## src/rtl/axis_fifo_pkg.sv

```systemverilog
// Shared helpers for the AXI4-Stream packet FIFO: pointer arithmetic and word packing.
package axis_fifo_pkg;

  localparam int unsigned PTR_MAX   = 13;
  localparam int unsigned LAST_BITS = 1;

  // Stored word is {tlast, tdata}.
  function automatic int unsigned word_width(input int unsigned width);
    return width + LAST_BITS;
  endfunction

  // Modulo difference of two wrap-around pointers; caller truncates to its pointer width.
  function automatic logic [PTR_MAX-1:0] ptr_diff(input logic [PTR_MAX-1:0] a,
                                                  input logic [PTR_MAX-1:0] b);
    return a - b;
  endfunction

endpackage

```

## src/rtl/axis_fifo_ram.sv

```systemverilog
// Simple dual-port RAM: synchronous write, asynchronous read (LUT/SSRAM friendly).
module axis_fifo_ram #(
  parameter int unsigned DW    = 9,
  parameter int unsigned ABITS = 4
) (
  input  logic             i_clk,
  input  logic             i_we,
  input  logic [ABITS-1:0] i_waddr,
  input  logic [DW-1:0]    i_wdata,
  input  logic [ABITS-1:0] i_raddr,
  output logic [DW-1:0]    o_rdata
);

  localparam int unsigned DEPTH = 1 << ABITS;

  logic [DW-1:0] r_mem [DEPTH];

  always_ff @(posedge i_clk) begin
    if (i_we) r_mem[i_waddr] <= i_wdata;
  end

  assign o_rdata = r_mem[i_raddr];

endmodule

```

## src/rtl/axis_pkt_fifo.sv

```systemverilog
// AXI4-Stream FIFO with optional store-and-forward packet mode and oversize release.
module axis_pkt_fifo
  import axis_fifo_pkg::*;
#(
  parameter int unsigned WIDTH       = 8,
  parameter int unsigned ABITS       = 4,
  parameter int unsigned PACKET_MODE = 0
) (
  input  logic             aclk,
  input  logic             aresetn,
  input  logic             s_tvalid_i,
  output logic             s_tready_o,
  input  logic             s_tlast_i,
  input  logic [WIDTH-1:0] s_tdata_i,
  output logic             m_tvalid_o,
  input  logic             m_tready_i,
  output logic             m_tlast_o,
  output logic [WIDTH-1:0] m_tdata_o,
  output logic [ABITS:0]   level_o,
  output logic             oversize_o
);

  localparam int unsigned DEPTH = 1 << ABITS;
  localparam int unsigned PW    = ABITS + 1;
  localparam int unsigned DW    = word_width(WIDTH);

  logic [PW-1:0] r_wr_ptr;
  logic [PW-1:0] r_cm_ptr;
  logic [PW-1:0] r_rd_ptr;
  logic          r_cut;
  logic          r_oversize;

  logic [PW-1:0] w_level;
  logic          w_full;
  logic          w_wr;
  logic          w_rd;
  logic          w_force;
  logic [DW-1:0] w_rdata;

  assign w_level = PW'(ptr_diff(PTR_MAX'(r_wr_ptr), PTR_MAX'(r_rd_ptr)));
  assign w_full  = (w_level == PW'(DEPTH));
  assign w_wr    = s_tvalid_i && !w_full;
  assign w_rd    = (r_cm_ptr != r_rd_ptr) && m_tready_i;
  // Whole buffer holds one unfinished packet: release it rather than deadlock.
  assign w_force = (PACKET_MODE != 0) && w_full && (r_cm_ptr == r_rd_ptr);

  always_ff @(posedge aclk) begin
    if (!aresetn) begin
      r_wr_ptr   <= '0;
      r_cm_ptr   <= '0;
      r_rd_ptr   <= '0;
      r_cut      <= 1'b0;
      r_oversize <= 1'b0;
    end else begin
      r_oversize <= w_force;
      if (w_wr) r_wr_ptr <= r_wr_ptr + PW'(1);
      if (w_rd) r_rd_ptr <= r_rd_ptr + PW'(1);
      if (PACKET_MODE == 0) begin
        if (w_wr) r_cm_ptr <= r_wr_ptr + PW'(1);
      end else if (w_force) begin
        r_cm_ptr <= r_wr_ptr;
        r_cut    <= 1'b1;
      end else if (w_wr && (s_tlast_i || r_cut)) begin
        // After a forced release the rest of that packet is cut-through until tlast.
        r_cm_ptr <= r_wr_ptr + PW'(1);
        r_cut    <= !s_tlast_i;
      end
    end
  end

  axis_fifo_ram #(
    .DW    (DW),
    .ABITS (ABITS)
  ) u_ram (
    .i_clk   (aclk),
    .i_we    (w_wr),
    .i_waddr (r_wr_ptr[ABITS-1:0]),
    .i_wdata ({s_tlast_i, s_tdata_i}),
    .i_raddr (r_rd_ptr[ABITS-1:0]),
    .o_rdata (w_rdata)
  );

  assign s_tready_o = !w_full;
  assign m_tvalid_o = (r_cm_ptr != r_rd_ptr);
  assign m_tdata_o  = w_rdata[WIDTH-1:0];
  assign m_tlast_o  = w_rdata[WIDTH];
  assign level_o    = w_level;
  assign oversize_o = r_oversize;

endmodule

```

## config.mk

```make
export PLATFORM = sky130hd
export DESIGN_NAME = axis_pkt_fifo
export DESIGN_NICKNAME = d
export VERILOG_FILES = /design/src/rtl/axis_fifo_pkg.sv /design/src/rtl/axis_fifo_ram.sv /design/src/rtl/axis_pkt_fifo.sv
export SDC_FILE = /design/constraint.sdc
export NUM_CORES = 1
export LEC_CHECK = 0
export CAP_MARGIN = 20
export CELL_PAD_IN_SITES_DETAIL_PLACEMENT = 0
export CELL_PAD_IN_SITES_GLOBAL_PLACEMENT = 1
export CORE_MARGIN = 3
export CORE_UTILIZATION = 52
export DETAILED_ROUTE_END_ITERATION = 16
export GPL_ROUTABILITY_DRIVEN = 0
export PLACE_DENSITY_LB_ADDON = 0.1
export SYNTH_ARGS = -nofsm -noshare
export SYNTH_HDL_FRONTEND = slang
export SYNTH_SLANG_ARGS = --single-unit
```

## constraint.sdc

```tcl
create_clock -name aclk -period 3.4 [get_ports aclk]
set_input_delay 0.34 -clock aclk [delete_from_list [all_inputs] [get_ports aclk]]
set_output_delay 0.34 -clock aclk [all_outputs]
set_load 0.01 [all_outputs]
```

==> metrics.md <==
| Metric | Value |
|---|---|
| Status | finished, final reports clean |
| Die area | between 10000 and 15000 um^2 |
| Slew margin rel. | 0.398 |
| Slew Limit Fails | 0 |
| Yosys warning count | 0 |
| DRC Markers | 0 |
| Max Clk Rate | just over 300 MHz |
| Leakage | 2.37 nW |
| Worst setup path startpoint | r_cm_ptr[0] |
| RSZ-0062 raised after global routing | no |
| R2r startpoint | r_rd_ptr[2] |
| Clock Pin Slew Worst Setup and Hold Paths | 0.06 ns |
| CTS tree | yes |
| Setup Viol. Count Final | 0 |
| Synth Flop Type | edfxtp_1 |
| Root Driver | clkbuf_16 |
| FP Rows | 39 |
| Sequential area share after synthesis | 0.727 |
| Clk_lat worst skew | about 0.4 ns |
| Synth Cell Area | between 6000 and 7000 um^2 |
| Die Width | between 100 and 150 um |
| Max Buffers Root-to-Sink | 2 |
| Placed wire-length estimate | 7700 um |
| Via density | approximately 5.9 |
| Most frequent cell after synthesis | edfxtp_1 |
| Fraction of layout cells with a size suffix above 1 | 0.227 |
| Setup TNS | 0 ns |
| Reg-to-Reg End | u_ram.r_mem[11][7] |
| CP Data Arrival Time | ~2.9 ns |
| Worst setup SP type | flop |
| Worst path depth | 9 |
| Wire length of the first global-routing pass | 18300 um |
| Multi-input logic area | ~1600 um^2 |
| Peak supply drop | between 0.3 and 0.4 mV |
| Skew final | around 0.0073 ns |
| Buf/Inv on CP | 4 |
| Starting density of the core | 0.543 |
| Cell mode on critical path | inv_1 |
| Post-synth EDFFs | about 140 |
| Cts bufs inserted | 17 |
| Top cells by count, synth | 144 x edfxtp_1, 45 x mux4_2, 14 x dfxtp_1 |
| Crit path cell chain | inv_2 -> ha_1 -> inv_1 -> fa_1 -> xor2_1 -> or3_1 -> a2111oi_4 -> inv_1 -> clkdlybuf4s50_1 |
| Worst reg2reg setup slack | about 0.34 ns |
| Crit path to | s_tready_o |
| Hold Buf Count CTS | 0 |
| Cells after Synth | about 300 |
| Routed Antenna Nets | 0 |
| Number of port buffers | 28 |
| Storage cell area | 4610 um^2 |
| Maxcap violations | 0 |
| Pwr per Cell Area | 704 nW/um^2 |
| CP max stage cell | clkdlybuf4s50_1 |
| Routed WL per cell | roughly 24 um |
| ANT cells | 0 |
| Drt pass-1 iters | 4 |
| Largest net degree at the start of global routing | 37 |
| CP Class | reg2out |
| Gr usage total | 0.196 |
| CP max FO | 5 |
| Largest area contributor in the netlist | edfxtp_1 |
| Via count | between 2000 and 3000 |
| Final Util | 0.627 |
| Initial DRC count | 227 |
| CTS sink cnt | 158 |
| Hold Slack | between 0.5 and 0.6 ns |
| Top cells by area, synth | edfxtp_1 68%, mux4_2 16%, dfxtp_1 4.4% |
| Worst-margin pin slew | between 0.9 and 1 ns |
| Final instance area | between 7000 and 8000 um^2 |
| CP Capture Type | primary output |
| Wirelength, routed | between 10000 and 15000 um |
| Synth top area share | 0.683 |
| Placed inst area | around 6800 um^2 |
| Worst Hold Class | reg2reg |
| Crit path time final | 3.22 ns |
| Post-synth cell types | 35 |
| Filler instances | 806 |
| Final Hold Fails | 0 |
| Worst R2R Path Depth | 8 |
| Post-synthesis register bit count | 158 |
| Vias in the first global route | between 3000 and 4000 |
| Pwr Total | between 5 and 6 mW |
| Area Overhead vs Synth | 15.6% |
| CP max stage delay | between 0.4 and 0.5 ns |
| Layout net count | between 300 and 400 |
| Core area | between 10000 and 15000 um^2 |
| Top delay family on crit path | buffers and inverters |
| Final period util | 0.948 |
| Async SR Flop Fraction | 0 |
| Mean Syn Cell Area | 20.7 um^2 |
| # IOs | 30 |
| Synthesized net count | 329 |
| GR Overflow Total | 0 |
| Die Y | approximately 120 um |
| H-tree Lvls | 4 |
| Worst path required time | 3.06 ns |
| Initial antenna violation count | 0 |
[cells in the final DEF (no fill, tap or decap), types with 2 or more instances in the layout]
cell type	n
clkinv_2	3
edfxtp_1	144
ha_1	9
clkdlybuf4s50_1	28
a21boi_0	3
mux4_2	45
o21ai_0	3
nand4_1	4
clkbuf_8	2
or3_1	3
xor2_1	2
nor2_1	3
nand2_1	6
clkbuf_16	17
clkbuf_1	7
dfxtp_2	2
and3b_1	2
inv_1	8
and2_1	8
xnor2_1	4
nor2b_1	5
mux2i_1	4
buf_4	3
nand3_1	2
and3_1	12
dfxtp_1	12
[stage by stage]
stage,setup WS (ns),std cells
final,0.178,500
after CTS,0.0673,500
after global routing,0.0607,500
after floorplan,0.524,306
after detailed placement,0.249,467
after global placement,0.330,467
[worst reg2reg max path: stages (launching register included)]
cell	delay, ns
dfxtp_1	0.38
inv_1	0.06
ha_1	0.35
and3b_1	0.22
o21ai_0	0.34
a2111oi_4	0.14
buf_4	0.19
nand3b_1	0.26
nor2b_1	0.74
[registers in the layout, indices dropped and copies added (netlist names), named ones only]
| register | count |
|---|---|
| u_ram.r_mem | 144 |
| r_cm_ptr | 5 |
| r_rd_ptr | 5 |
[what timing repair did]
item	4_1_cts	5_1_grt
pin swaps	1	0
gates resized for setup	0	2
gates cloned	0	0
endpoints found under the setup margin	1	10
setup buffers	1	0
[power by group]
| part | total, mW | switching [mW] | leakage [nW] | internal [mW] |
|---|---|---|---|---|
| clock network | 1.73 | 0.683 | 0.262 | 1.04 |
| logic | 1.19 | 0.550 | 0.695 | 0.637 |
| registers | 2.24 | 0.0353 | 1.41 | 2.20 |
[cells by family after synthesis]
logic type,count (synthesis),synth area share
DFF,158,0.727
and+or+nand+nor,50,0.0474
muxes,49,0.166
buffers and inverters,22,0.0156
adders and majority gates,10,0.0209
AOI/OAI and AO/OA,10,0.0136
xor gates and xnor gates,6,0.00830
other,1,0.000592
[per-layer routing]
metal,share of wire,global-route usage
met1,0.43,0.267
met2,0.49,0.301
met3,0.052,0.0503
met4,0.026,0.0928
met5,0,0
[worst min-delay path by stage]
stage            startpoint                end  slack [ns]  cells past startpoint
2_1_floorplan  s_tdata_i[0]  u_ram.r_mem[0][0]        0.44                      0
3_3_place_gp    r_cm_ptr[0]        r_cm_ptr[0]        0.50                      2
3_5_place_dp    r_cm_ptr[4]        r_cm_ptr[4]        0.52                      2
4_1_cts         r_cm_ptr[4]        r_cm_ptr[4]        0.53                      2
5_1_grt         r_cm_ptr[0]        r_cm_ptr[0]        0.56                      2
6_report        r_cm_ptr[0]        r_cm_ptr[0]        0.52                      2
[layout make-up]
class	count	share of cell area
Clock buffer	26	0.0655
Clock inverter	6	0.00838
Inverter	9	0.00462
Multi-Input combinational cell	126	0.223
Sequential cell	158	0.630
Tap cell	143	0.0245
Timing Repair Buffer	32	0.0441
Note: power is estimated with default switching activity, not from simulation.
